==> src/rtl/goal_event_ctrl.sv <==
// Match-flow controller for the foosball game: arbitrates goal hits, keeps
// scores and Level, and sequences IDLE / SERVE / PLAY / FREEZE / OVER.
module goal_event_ctrl #(
    parameter int FREEZE_FRAMES   = 60,
    parameter int GOALS_PER_LEVEL = 3,
    parameter int WIN_SCORE       = 7
) (
    input  logic       clk,
    input  logic       reset,
    input  logic       startOfFrame,
    input  logic       startGame,
    input  logic       teamGoalHit,
    input  logic       oppGoalHit,
    output logic [1:0] Level,
    output logic       freezeGoals,
    output logic       ballServe,
    output logic [3:0] scoreTeam,
    output logic [3:0] scoreOpp,
    output logic       gameOver,
    output logic       winnerTeam,
    output logic [2:0] stateDbg
);

    typedef enum logic [2:0] {
        IDLE   = 3'd0,
        SERVE  = 3'd1,
        PLAY   = 3'd2,
        FREEZE = 3'd3,
        OVER   = 3'd4
    } state_t;

    state_t     state;
    logic [4:0] goal_cnt;
    logic [7:0] freeze_cnt;
    logic       last_scorer_team;

    logic       award_team;
    logic       award_opp;
    logic [4:0] goal_next;
    logic [3:0] team_next;
    logic [3:0] opp_next;
    logic       level_step;
    logic       win;

    assign stateDbg = state;

    // A simultaneous hit goes to whichever side did not score last.
    always_comb begin
        award_team = 1'b0;
        award_opp  = 1'b0;
        if (oppGoalHit && teamGoalHit) begin
            award_team = ~last_scorer_team;
            award_opp  = last_scorer_team;
        end else begin
            award_team = oppGoalHit;
            award_opp  = teamGoalHit;
        end
        goal_next  = goal_cnt + 5'd1;
        team_next  = scoreTeam + 4'd1;
        opp_next   = scoreOpp + 4'd1;
        level_step = ((goal_next % 5'(GOALS_PER_LEVEL)) == 5'd0);
        win        = award_team ? (team_next == 4'(WIN_SCORE))
                                : (opp_next == 4'(WIN_SCORE));
    end

    always_ff @(posedge clk or posedge reset) begin
        if (reset) begin
            state            <= IDLE;
            Level            <= '0;
            scoreTeam        <= '0;
            scoreOpp         <= '0;
            goal_cnt         <= '0;
            freeze_cnt       <= '0;
            last_scorer_team <= 1'b0;
            freezeGoals      <= 1'b1;
            ballServe        <= 1'b0;
            gameOver         <= 1'b0;
            winnerTeam       <= 1'b0;
        end else begin
            ballServe <= 1'b0;
            case (state)
                IDLE: begin
                    freezeGoals <= 1'b1;
                    if (startGame) begin
                        state     <= SERVE;
                        ballServe <= 1'b1;
                        scoreTeam <= '0;
                        scoreOpp  <= '0;
                        goal_cnt  <= '0;
                        Level     <= '0;
                    end
                end
                SERVE: begin
                    state       <= PLAY;
                    freezeGoals <= 1'b0;
                end
                PLAY: begin
                    if (award_team || award_opp) begin
                        last_scorer_team <= award_team;
                        goal_cnt         <= goal_next;
                        freezeGoals      <= 1'b1;
                        if (award_team) begin
                            scoreTeam <= team_next;
                        end else begin
                            scoreOpp <= opp_next;
                        end
                        if (level_step && (Level != 2'd3)) begin
                            Level <= Level + 2'd1;
                        end
                        if (win) begin
                            state      <= OVER;
                            gameOver   <= 1'b1;
                            winnerTeam <= award_team;
                        end else begin
                            state      <= FREEZE;
                            freeze_cnt <= 8'(FREEZE_FRAMES);
                        end
                    end
                end
                FREEZE: begin
                    freezeGoals <= 1'b1;
                    if (startOfFrame) begin
                        if (freeze_cnt == 8'd1) begin
                            state      <= SERVE;
                            ballServe  <= 1'b1;
                            freeze_cnt <= '0;
                        end else begin
                            freeze_cnt <= freeze_cnt - 8'd1;
                        end
                    end
                end
                OVER: begin
                    freezeGoals <= 1'b1;
                    if (startGame) begin
                        state     <= SERVE;
                        ballServe <= 1'b1;
                        gameOver  <= 1'b0;
                        scoreTeam <= '0;
                        scoreOpp  <= '0;
                        goal_cnt  <= '0;
                        Level     <= '0;
                    end
                end
                default: begin
                    state       <= IDLE;
                    freezeGoals <= 1'b1;
                end
            endcase
        end
    end

endmodule
==> config.mk <==
export PLATFORM = sky130hd
export DESIGN_NAME = goal_event_ctrl
export DESIGN_NICKNAME = d
export VERILOG_FILES = /design/src/rtl/goal_event_ctrl.sv
export SDC_FILE = /design/constraint.sdc
export NUM_CORES = 1
export LEC_CHECK = 0
export CORE_MARGIN = 2
export CORE_UTILIZATION = 30
export CTS_BUF_LIST = sky130_fd_sc_hd__clkbuf_8 sky130_fd_sc_hd__clkbuf_16
export CTS_CLUSTER_SIZE = 10
export DETAILED_ROUTE_END_ITERATION = 10
export MAX_ROUTING_LAYER = met4
export PLACE_DENSITY_LB_ADDON = 0.1
export SYNTH_ARGS = -nofsm -noshare
export SYNTH_HDL_FRONTEND = slang
export SYNTH_SLANG_ARGS = --single-unit
==> constraint.sdc <==
create_clock -name clk -period 5.25 [get_ports clk]
set_input_delay 1.05 -clock clk [delete_from_list [all_inputs] [get_ports clk]]
set_output_delay 1.05 -clock clk [all_outputs]
set_load 0.02 [all_outputs]
### Yosys cells after proc, flatten, opt, wreduce, memory -nomap -nowiden

Index checks and enable logic that the tools add are counted.

| word-level totals | value |
|---|---|
| flip-flop bits (word level) | 31 |
| output and inout port bits | 17 |

| cells by class | value |
|---|---|
| bitwise logic cells | 1 |
| equality and inequality tests | 18 |
| reductions and logical operators | 18 |
| add/sub/neg operators | 5 |
| multiplexer cells | 38 |
| div/mod/pow operators | 1 |

Operators by type and width:

| kind | count |
|---|---|
| 8-bit two-way mux | 4 |
| 4-bit AND reduction | 6 |
| 4-bit two-way mux | 5 |
| 2-bit inequality test, second input constant | 10 |
| 4-bit case mux with 2 select lines | 2 |
| 8-bit case mux with 2 select lines | 1 |
| 3-bit two-way mux | 5 |
| 3-bit case mux with 4 select lines | 1 |
| 1-bit two-way mux | 10 |
| 5-bit two-way mux | 2 |
| 5-bit case mux with 2 select lines | 1 |
| 4-bit by 1-bit adder with 4-bit output, second input constant | 2 |
| 4-bit by 3-bit equality test with 1-bit output, second input constant | 2 |
| 8-bit by 1-bit equality test with 1-bit output, second input constant | 1 |
| 8-bit by 1-bit subtractor with 8-bit output, second input constant | 1 |
| 3-bit by 2-bit equality test with 1-bit output, second input constant | 2 |
| 2-bit two-way mux | 3 |
| 1-bit case mux with 2 select lines | 3 |
| 3-bit AND reduction | 2 |
| 2-bit nonzero test | 3 |
| 5-bit by 1-bit adder with 5-bit output, second input constant | 1 |
| 5-bit logical NOT | 1 |
| 5-bit by 2-bit remainder unit with 5-bit output, second input constant | 1 |
| 2-bit case mux with 2 select lines | 1 |
| other kinds (10) | 11 |

### Depth between registers and ports, before layout

| depth | value |
|---|---|
| depth after elaboration | 7 |
| depth in mapped cells | 22 |

### Worst setup path after synthesis

OpenSTA, ideal clock, no wires.

| timing path | value |
|---|---|
| kind | reg2reg |
| start | register goal_cnt[1] |
| end | register Level[1] |
| setup time | 0.127 ns |
| arrival time | 4.075 ns |
| slack | 1.048 ns |
| stages on the path, launching flop included | 22 |
| required time | 5.123 ns |
| cells stage by stage | dfrtp_1 ha_1 buf_4 nand3_2 xnor2_2 ha_1 nand2b_1 or3b_1 a31o_1 and2_4 buf_6 a21oi_1 a21oi_1 ha_1 nand2b_1 or3_1 a311o_1 a21oi_1 nand2_1 nand4_1 a31oi_4 mux2i_1 |

| between the ends | value |
|---|---|
| cells in the longest elaborated chain, start to end | 6 |

RTL lines:

| element | line | RTL |
|---|---|---|
| start, declared | 33 | `logic [4:0] goal_cnt;` |
| start signal, assigned | 100 | `goal_cnt <= goal_next;` |
| 5-bit by 1-bit adder with 5-bit output | 58 | `goal_next = goal_cnt + 5'd1;` |
| 5-bit by 2-bit remainder unit with 5-bit output | 61 | `level_step = ((goal_next % 5'(GOALS_PER_LEVEL)) == 5'd0);` |
| 5-bit logical NOT | 61 |  |
| 1-bit logical AND | 107 | `if (level_step && (Level != 2'd3)) begin` |
| 2-bit inequality test (no source line) | n/a |  |
| 4-bit AND reduction (no source line) | n/a |  |
| end signal, assigned | 108 | `Level <= Level + 2'd1;` |
| end, declared | 14 | `output logic [1:0] Level,` |

No other way between the ends.
A chain may end at the register's enable or synchronous reset.

### Worst setup path after layout

Ends and elaborated chain as after synthesis.

==> impl_metrics.toml <==
[global_route]
grt_use_total_pct = 15.2
antenna_found_initial = 0
grt_max_degree = 32
grt_pass1_wl_um = 10400
grt_overflow = 0
grt_pass1_vias = 2167

[critical_path]
crit_path_top_delay_cell = "dfrtp_1"
startpoint_type = "register"
required_ps = 5410
cp_common_cell = "a21oi_1"
path_buf_inv = 1
critPathTopFamily = "simple AND/OR/NAND/NOR gates"
slowest_delay_ps = 490
cp_cell_sequence = "nand3_2 > xnor2_1 > inv_1 > ha_1 > nand2b_1 > or3b_1 > a31o_1 > and2_4 > a21oi_1 > a21oi_1 > ha_1 > nand2b_1 > or3_1 > a311o_1 > a21oi_1 > nand2_1 > nand4_1 > a31oi_4 > mux2i_1"
critical_path_arrival_ps = 4630
crit_type = "reg2reg"
crit_fanout = 9
endpoint_kind = "register"

[yosys]
synthTopCellsByCount = "nand2_1 (35), o21ai_0 (34), dfrtp_1 (30)"
synth_seq_area_share_pct = 32.5
netlist-cell-type-count = 67
syn_nets = 308
avgSynthCellArea_um2 = 8.21
synth-edff-count = 0
netlist_area_um2 = 2390
async_flop_share_pct = 100
ys.flop_type = "dfrtp_1"
postSynthCellCount = 291
ys_ff_latch = 31
synthTopCellsByArea = "dfrtp_1 (31%), o21ai_0 (7.1%), ha_1 (5.8%), nand2_1 (5.5%), nor2_1 (3.9%)"
yosysTopAreaCellShare_pct = 31.4
yosysMostFrequentCell = "nand2_1"
synth_warnings = 0
yosysTopAreaCell = "dfrtp_1"

[clock_network]
ctsHoldBuffers = 0
clock_path_buffers = 2
cts-resized-gates = 0
cts_sinks = 31
clockRootBuffer = "clkbuf_8"
clk_latency_ps = 290
cts_setup_buffers = 0
h-tree-depth = 2
cts_made_buffers = 5
clk_pin_slew_ps = 70
cts_tree = "built"

[floorplan]
core_area_um2 = 7730
die_h_um = 93.2
die_area_um2 = 8690
fp-row-count = 32
initial_utilization_pct = 30.9
die_w_um = 93.2
ios = 23

[timing]
drv_slew = 0
hold_viol = 0
slew_headroom_pct = 51.7
clock.fmax_mhz = 224
finalSetupViolations = 0
post-route-period-util_pct = 85.0
clock_skew_ps = 4.57
setup_tns_ps = 0
worstMarginPinSlew_ps = 717
rsz0062_at_grt = "no"
period_needed_ps = 4460

[final_layout]
syn_to_final_growth_pct = 17.7
antenna_cells = 0
drive_above_1_share_pct = 9.27
fin_util_pct = 36.4
fin_nets = 329

[placed_design]
place.gp.congestion = 0.864
port_buffers = 22
hpwl_um = 4360

[detailed_routing]
wl_per_cell_um = 14.3
ant_nets = 0
vias = 2193
wirelength_um = 5950
drtIter0Drc = 52
vias_per_cell = 5.28
drc = 0
drtPass1Iterations = 4

[power]
leakagePower_uw = 0.00116
vdd_drop_max_uv = 162
p_per_area_nw_per_um2 = 383

[job]
max-cap-violations = 0

[min_path]
hold_path.class = "reg2reg"

[run_status]
status = "finished clean"
[layer usage]
metal	vias up	global-route usage (%)	share of wire, %
met5	-	-	0
met4	0	4.41	1.7
met3	9	2.18	2.1
met2	32	24.8	48
met1	1049	19.8	48
li1	1103	-	-
[power by group]
group | internal, uW | switching (uW) | total, uW | leakage [uW]
Sequential | 287 | 58.2 | 345 | 0.000389
Combinational | 195 | 292 | 486 | 0.000713
Clock | 153 | 93.3 | 247 | 0.0000612
Total | 635 | 443 | 1080 | 0.00116
[worst register-to-register path: cells and delay by family, from the launching register on]
kind                       cells  cell delay [ps]
adders and majority gates      2              670
muxes                          1              130
and+or+nand+nor                8             1590
xor gates and xnor gates       1              350
AOI/OAI and AO/OA              6              990
DFF                            1              490
buffers and inverters          1              110
[registers in the layout (all words and copies together) (netlist names)]
name	cells
freeze_cnt	8
goal_cnt	5
scoreOpp	4
scoreTeam	4
stateDbg	3
Level	2
ballServe	1
freezeGoals	1
gameOver	1
last_scorer_team	1
winnerTeam	1
[logic make-up after synthesis]
group	count (synthesis)	synth area share [%]
mux	5	2.15
flops	31	32.5
compound gates	84	24.4
buf+inv	26	5.55
xor+xnor	7	2.88
simple gates	127	26.7
fa+ha+maj	11	5.76
[area by class of cell]
| class | count | area, um^2 |
|---|---|---|
| flip-flops and latches | 31 | 777 |
| repair buffers | 28 | 265 |
| multi-input cells | 234 | 1480 |
| clock inverters | 2 | 35.0 |
| clock buffers | 6 | 82.6 |
| well taps | 102 | 128 |
| fillers | 825 | 4920 |
| inverters | 12 | 45.0 |
[layout by cell type, fill, tap and decap left out, drive strengths merged, types with 4 or more instances in the layout]
cell type / netlist / final
a21oi: 13 / 13
a31oi: 4 / 4
a41oi: 4 / 4
buf: 10 / 6
clkbuf: 4 / 6
clkdlybuf4s50: 0 / 22
dfrtp: 30 / 30
ha: 11 / 11
inv: 12 / 12
mux2i: 4 / 4
nand2: 35 / 35
nand2b: 5 / 5
nand3: 19 / 19
nand4: 5 / 5
nor2: 25 / 25
nor2b: 7 / 7
nor3: 9 / 9
nor4: 4 / 4
o21ai: 34 / 34
o31ai: 4 / 4
xnor2: 4 / 4
[metrics by stage]
step	power (uW)	area (um^2)	hold WS (ps)	std cells	setup slack, ps
6_report	1080	2810	486	415	785
2_1_floorplan	716	2390	447	291	1050
3_3_place_gp	840	2690	476	407	934
3_5_place_dp	830	2690	472	407	816
4_1_cts	1080	2810	489	415	787
5_1_grt	1170	2810	517	415	328
[worst paths after layout]
| check | slack [ps] | endpoint | depth (start not counted) | from |
|---|---|---|---|---|
| hold / removal | 490 | last_scorer_team | 2 | last_scorer_team |
| setup reg to reg | 790 | Level[1] | 19 | goal_cnt[1] |
| hold reg to reg | 490 | last_scorer_team | 2 | last_scorer_team |
| min in group asynchronous | 1150 | freeze_cnt[1] | 3 | reset |
| setup / recovery | 790 | Level[1] | 19 | goal_cnt[1] |
| max in group asynchronous | 3780 | freezeGoals | 3 | reset |
Power figures use the tool's default switching activity.
==> patch 1 (config.mk and constraints unchanged) <==
Add an input register stage for `startOfFrame`, `startGame`, `teamGoalHit` and `oppGoalHit`, without a reset; this delays them by one clock.
--- a/src/rtl/goal_event_ctrl.sv
+++ b/src/rtl/goal_event_ctrl.sv
@@ -30,4 +30,16 @@
     } state_t;
 
+    logic startOfFrame_q;
+    logic startGame_q;
+    logic teamGoalHit_q;
+    logic oppGoalHit_q;
+
+    always_ff @(posedge clk) begin
+        startOfFrame_q <= startOfFrame;
+        startGame_q    <= startGame;
+        teamGoalHit_q  <= teamGoalHit;
+        oppGoalHit_q   <= oppGoalHit;
+    end
+
     state_t     state;
     logic [4:0] goal_cnt;
@@ -49,10 +61,10 @@
         award_team = 1'b0;
         award_opp  = 1'b0;
-        if (oppGoalHit && teamGoalHit) begin
+        if (oppGoalHit_q && teamGoalHit_q) begin
             award_team = ~last_scorer_team;
             award_opp  = last_scorer_team;
         end else begin
-            award_team = oppGoalHit;
-            award_opp  = teamGoalHit;
+            award_team = oppGoalHit_q;
+            award_opp  = teamGoalHit_q;
         end
         goal_next  = goal_cnt + 5'd1;
@@ -82,5 +94,5 @@
                 IDLE: begin
                     freezeGoals <= 1'b1;
-                    if (startGame) begin
+                    if (startGame_q) begin
                         state     <= SERVE;
                         ballServe <= 1'b1;
@@ -120,5 +132,5 @@
                 FREEZE: begin
                     freezeGoals <= 1'b1;
-                    if (startOfFrame) begin
+                    if (startOfFrame_q) begin
                         if (freeze_cnt == 8'd1) begin
                             state      <= SERVE;
@@ -132,5 +144,5 @@
                 OVER: begin
                     freezeGoals <= 1'b1;
-                    if (startGame) begin
+                    if (startGame_q) begin
                         state     <= SERVE;
                         ballServe <= 1'b1;
Formal check against the unedited RTL: not equivalent (Yosys sat finds a counterexample within 4 cycles, from zero or initial values and one cycle with reset high).
==> patch 1 against the original RTL <==
Core utilization grew 0.095 points. Setup slack worse by 250 ps. Clock skew increased by 1.3 ps. Power grew 22%. Synthesized cell count decreased by 10%. Routed wire length fell by 15%. Sequential cell count is 4 higher. Critical endpoint unchanged. Cell area fell by 6.9%. Combinational power increased by 42%. Critical path type unchanged. Synthesized area decreased by 7.7%. Sequential power is 29% higher. Count of clock-buffer cells in the layout shrank 1. Clock power down 27%.
==> patch 1: results <==
[synth]
syn_nets = 279
synth_compound_area_frac = 0.2230
synth.distinct_cells = 57
synth_xor_area_frac = 0.03178
ys_seq_area_frac = 0.3888
ys_ff_latch = 35
synth_fa_ha_area_frac = 0.06243
synth_mux_area_frac = 0.01873
synth_area_leaders = dfrtp_1, o21ai_0, ha_1, nand3_1, nand2_1
synthArstFlopShare = 0.8857
avgSynthCellArea_um2 = 8.415

[routing]
via_per_inst = 5.047
dr.first_iter.drc_count = 63
drt_wl_total_um = 5028
dr.pass1.iters = 5

[worst_setup_path]
worst_ep_arrival_time_ps = 4880
worstPathMaxFanout = 14
path_delay_family = compound AO/OA/AOI/OAI gates
rr_worst_depth = 16
critPathSlowestCell = ha_1

[finish]
buf_share = 0.09273
clock_buffers = 5
final-seq-area_um2 = 857.1
drive_gt1_frac = 0.04878
clk_share = 0.03107
multi_input_area_um2 = 1241
fin_nets = 303
nNonClkInverters = 19
postLayoutCoreUtil = 0.3648
buffers = 25
fill_cells = 743

[global_route]
antenna_found_initial = 0
first_global_vias = 1892
grt_use_total = 0.1326
grt_pass1_wl_um = 8804

[placement]
dpl_cell_area_um2 = 2536
gp_congestion = 0.8426
hpwl_um = 3566
dpl.cell_count = 378
dpl_worst_slack_ps = 574.1

[timing]
holdWs_ps = 510.2
worst_pin_slew_ps = 721.0
finClkSkew_ps = 5.844
worst_slack_ps = 533.5

[pwr]
p_leak_nw = 1.109
vdd_ir_drop_max_uv = 231.1

[status]
status = finished clean

[die]
rows = 31
-- patch 1: cell families after synthesis --
kind of cell               after synthesis
adders and majority gates               11
DFF                                     35
muxes                                    4
and+or+nand+nor                        100
xor gates and xnor gates                 8
buffers and inverters                   27
AOI/OAI and AO/OA                       77
-- patch 1: power breakdown --
group          leakage [nW]  internal (mW)  switching [mW]  total (mW)
clock                0.0505         0.0891          0.0910       0.180
sequential            0.430          0.347          0.0976       0.445
combinational         0.629          0.293           0.399       0.692
-- patch 1: layer usage --
metal  vias to the layer above  wire, um  track usage
met4                         0        69      0.05000
li1                       1003         -            -
met2                        38      2274       0.2001
met5                         -         0            -
met1                       901      2526       0.1772
met3                         6       157      0.02598
-- patch 1: worst register-to-register path, delay by kind of cell, from the launching register on --
kind                       cells  cell delay, ps
muxes                          2             390
AOI/OAI and AO/OA              5            1370
DFF                            1             490
adders and majority gates      3            1140
buffers and inverters          1             100
xor gates and xnor gates       1             250
and+or+nand+nor                4             890
==> patch 2 (same flow settings) <==
Made on the original files. Change the parameter `WIN_SCORE` from 7 to 3.
--- a/src/rtl/goal_event_ctrl.sv
+++ b/src/rtl/goal_event_ctrl.sv
@@ -4,5 +4,5 @@
     parameter int FREEZE_FRAMES   = 60,
     parameter int GOALS_PER_LEVEL = 3,
-    parameter int WIN_SCORE       = 7
+    parameter int WIN_SCORE       = 3
 ) (
     input  logic       clk,
Behaviour: no difference found for any inputs over 10 cycles, from zero or initial values and one cycle with reset high; that may be too few to reach the edited logic, so the function may still have changed.
==> patch 2 against the original RTL <==
Sequential cell count unchanged. Power up 43%. Synthesized cell count down 17%. Routed wire length decreased by 18%. Critical path type unchanged. Cell count shrank 13%. Clock skew shrank 1.8 ps. Synthesized area shrank 11%. Die area is 10% lower. Global-route usage fell by 0.82 points. Setup slack better by 29 ps. Cell area shrank 9.8%. Combinational power increased by 81%.
==> patch 2: results <==
[global_route]
grt_use_total = 0.1440
antenna_found_initial = 0
grt_max_degree = 32
grt_pass1_wl_um = 8500
first_global_vias = 1711

[worst_setup_path]
worstPathMaxFanout = 9
regToRegSetupSlack_ps = 810
r2r-end = Level[0]
critPathSlowestCell = dfrtp_1
worst_ep_arrival_time_ps = 4650
r2r-start = goal_cnt[0]
slowest_delay_ps = 490
rr_worst_depth = 16

[synth]
synth_xor_area_frac = 0.04162
synth_mux_area_frac = 0.01934
avgSynthCellArea_um2 = 8.820
ys_seq_area_frac = 0.3640
synth.distinct_cells = 61
synthArstFlopShare = 1.000
synth_area_leaders = dfrtp_1, o21ai_0, ha_1, nand2_1, nor2_1
yosysWarnings = 0
synth_fa_ha_area_frac = 0.06448
synth.cells.most_frequent = o21ai_0, dfrtp_1, nand2_1, nor2_1, nand3_1
syn_nets = 259
synth_compound_area_frac = 0.2227

[routing]
routedWlPerCell_um = 13.49
dr.first_iter.drc_count = 65
dr.pass1.iters = 6
via_per_inst = 4.909
drt_wl_total_um = 4883

[finish]
drive_gt1_frac = 0.09398
largestRegisters = freeze_cnt (8), goal_cnt (5)
antenna_cells = 0
fill_cells = 744
fin_nets = 282

[timing]
period_minus_slack_ps = 4436
finClkSkew_ps = 2.794
worst_pin_slew_ps = 747.8

[worst_hold_path]
min_from = last_scorer_team
worstHoldPathCells = 2
hold_class = register to register
min_to = last_scorer_team

[status]
status = finished clean

[clock_tree]
cts_resized = 0
cts_setup_buffers = 0
cts_max_level = 2
clk_latency_ps = 280
numCtsBuffers = 5
root_buffer = clkbuf_8

[pwr]
vdd_ir_drop_max_uv = 174.8
p_int_mw = 0.8182
p_leak_nw = 1.106

[placement]
hpwl_um = 3571
gp_congestion = 0.8049
dpl.cell_count = 354
dpl_worst_slack_ps = 824.9
io_buffers = 22
patch 2: cell types whose count changed in the layout (fill, tap and decap cells not counted), sizes merged, moves of 3 or more:
cell and delta:
nor2 -5, nand3 -5, a41oi -4, buf -5
nand4 -3, nand2 -5, nor2b -4, nor3 -7
nand2b +4, a21oi -3
patch 2: area by class of cell:
type / count / share of cell area
Sequential cell: 31 / 0.3064
Inverter: 13 / 0.01973
Multi-Input combinational cell: 191 / 0.4973
Clock inverter: 1 / 0.001480
Tap cell: 96 / 0.04736
Timing Repair Buffer: 23 / 0.08979
Clock buffer: 7 / 0.03799
patch 2: power by group through the flow:
stage / sequential (mW) / clock (mW) / combinational, mW
after floorplan: 0.464 / 0 / 0.647
after global placement: 0.455 / 0 / 0.895
after detailed placement: 0.455 / 0 / 0.883
after CTS: 0.452 / 0.218 / 0.887
after global routing: 0.474 / 0.231 / 0.993
final: 0.452 / 0.210 / 0.882
patch 2: worst max path at each step:
stage                startpoint  endpoint  cells past startpoint
CTS                 goal_cnt[0]  Level[0]                     16
detailed placement  goal_cnt[0]  Level[0]                     16
floorplan           goal_cnt[0]  Level[0]                     17
finish              goal_cnt[0]  Level[0]                     16
global route        goal_cnt[0]  Level[0]                     16
global placement    goal_cnt[0]  Level[0]                     16
patch 2: logic make-up after synthesis:
logic type,after synthesis
and+or+nand+nor,99
AOI/OAI and AO/OA,71
DFF,31
buffers and inverters,20
adders and majority gates,11
xor gates and xnor gates,6
muxes,4
patch 2: worst max-delay path, delay by kind of cell (launching register included):
| family | cells | cell delay [ps] |
|---|---|---|
| AND/OR/NAND/NOR | 5 | 1270 |
| flip-flops | 1 | 490 |
| AO/OA/AOI/OAI | 6 | 880 |
| XOR/XNOR | 2 | 710 |
| adder cells (fa/ha/maj) | 3 | 1030 |
patch 2: per-layer routing:
| layer | up-vias | share of wire | routed length [um] | global-route usage |
|---|---|---|---|---|
| met5 | - | 0 | 0 | - |
| met4 | 0 | 0.014 | 70 | 0.04545 |
| met3 | 7 | 0.022 | 107 | 0.02892 |
| met2 | 26 | 0.45 | 2186 | 0.2119 |
| met1 | 826 | 0.52 | 2519 | 0.1991 |
| li1 | 918 | - | - | - |
patch 2: metrics by stage:
stage / hold slack, ps / cell area (um2)
after floorplan: 442.0 / 2135
after global placement: 459.0 / 2436
after detailed placement: 465.6 / 2436
after CTS: 484.8 / 2536
after global routing: 526.6 / 2536
final: 480.5 / 2536
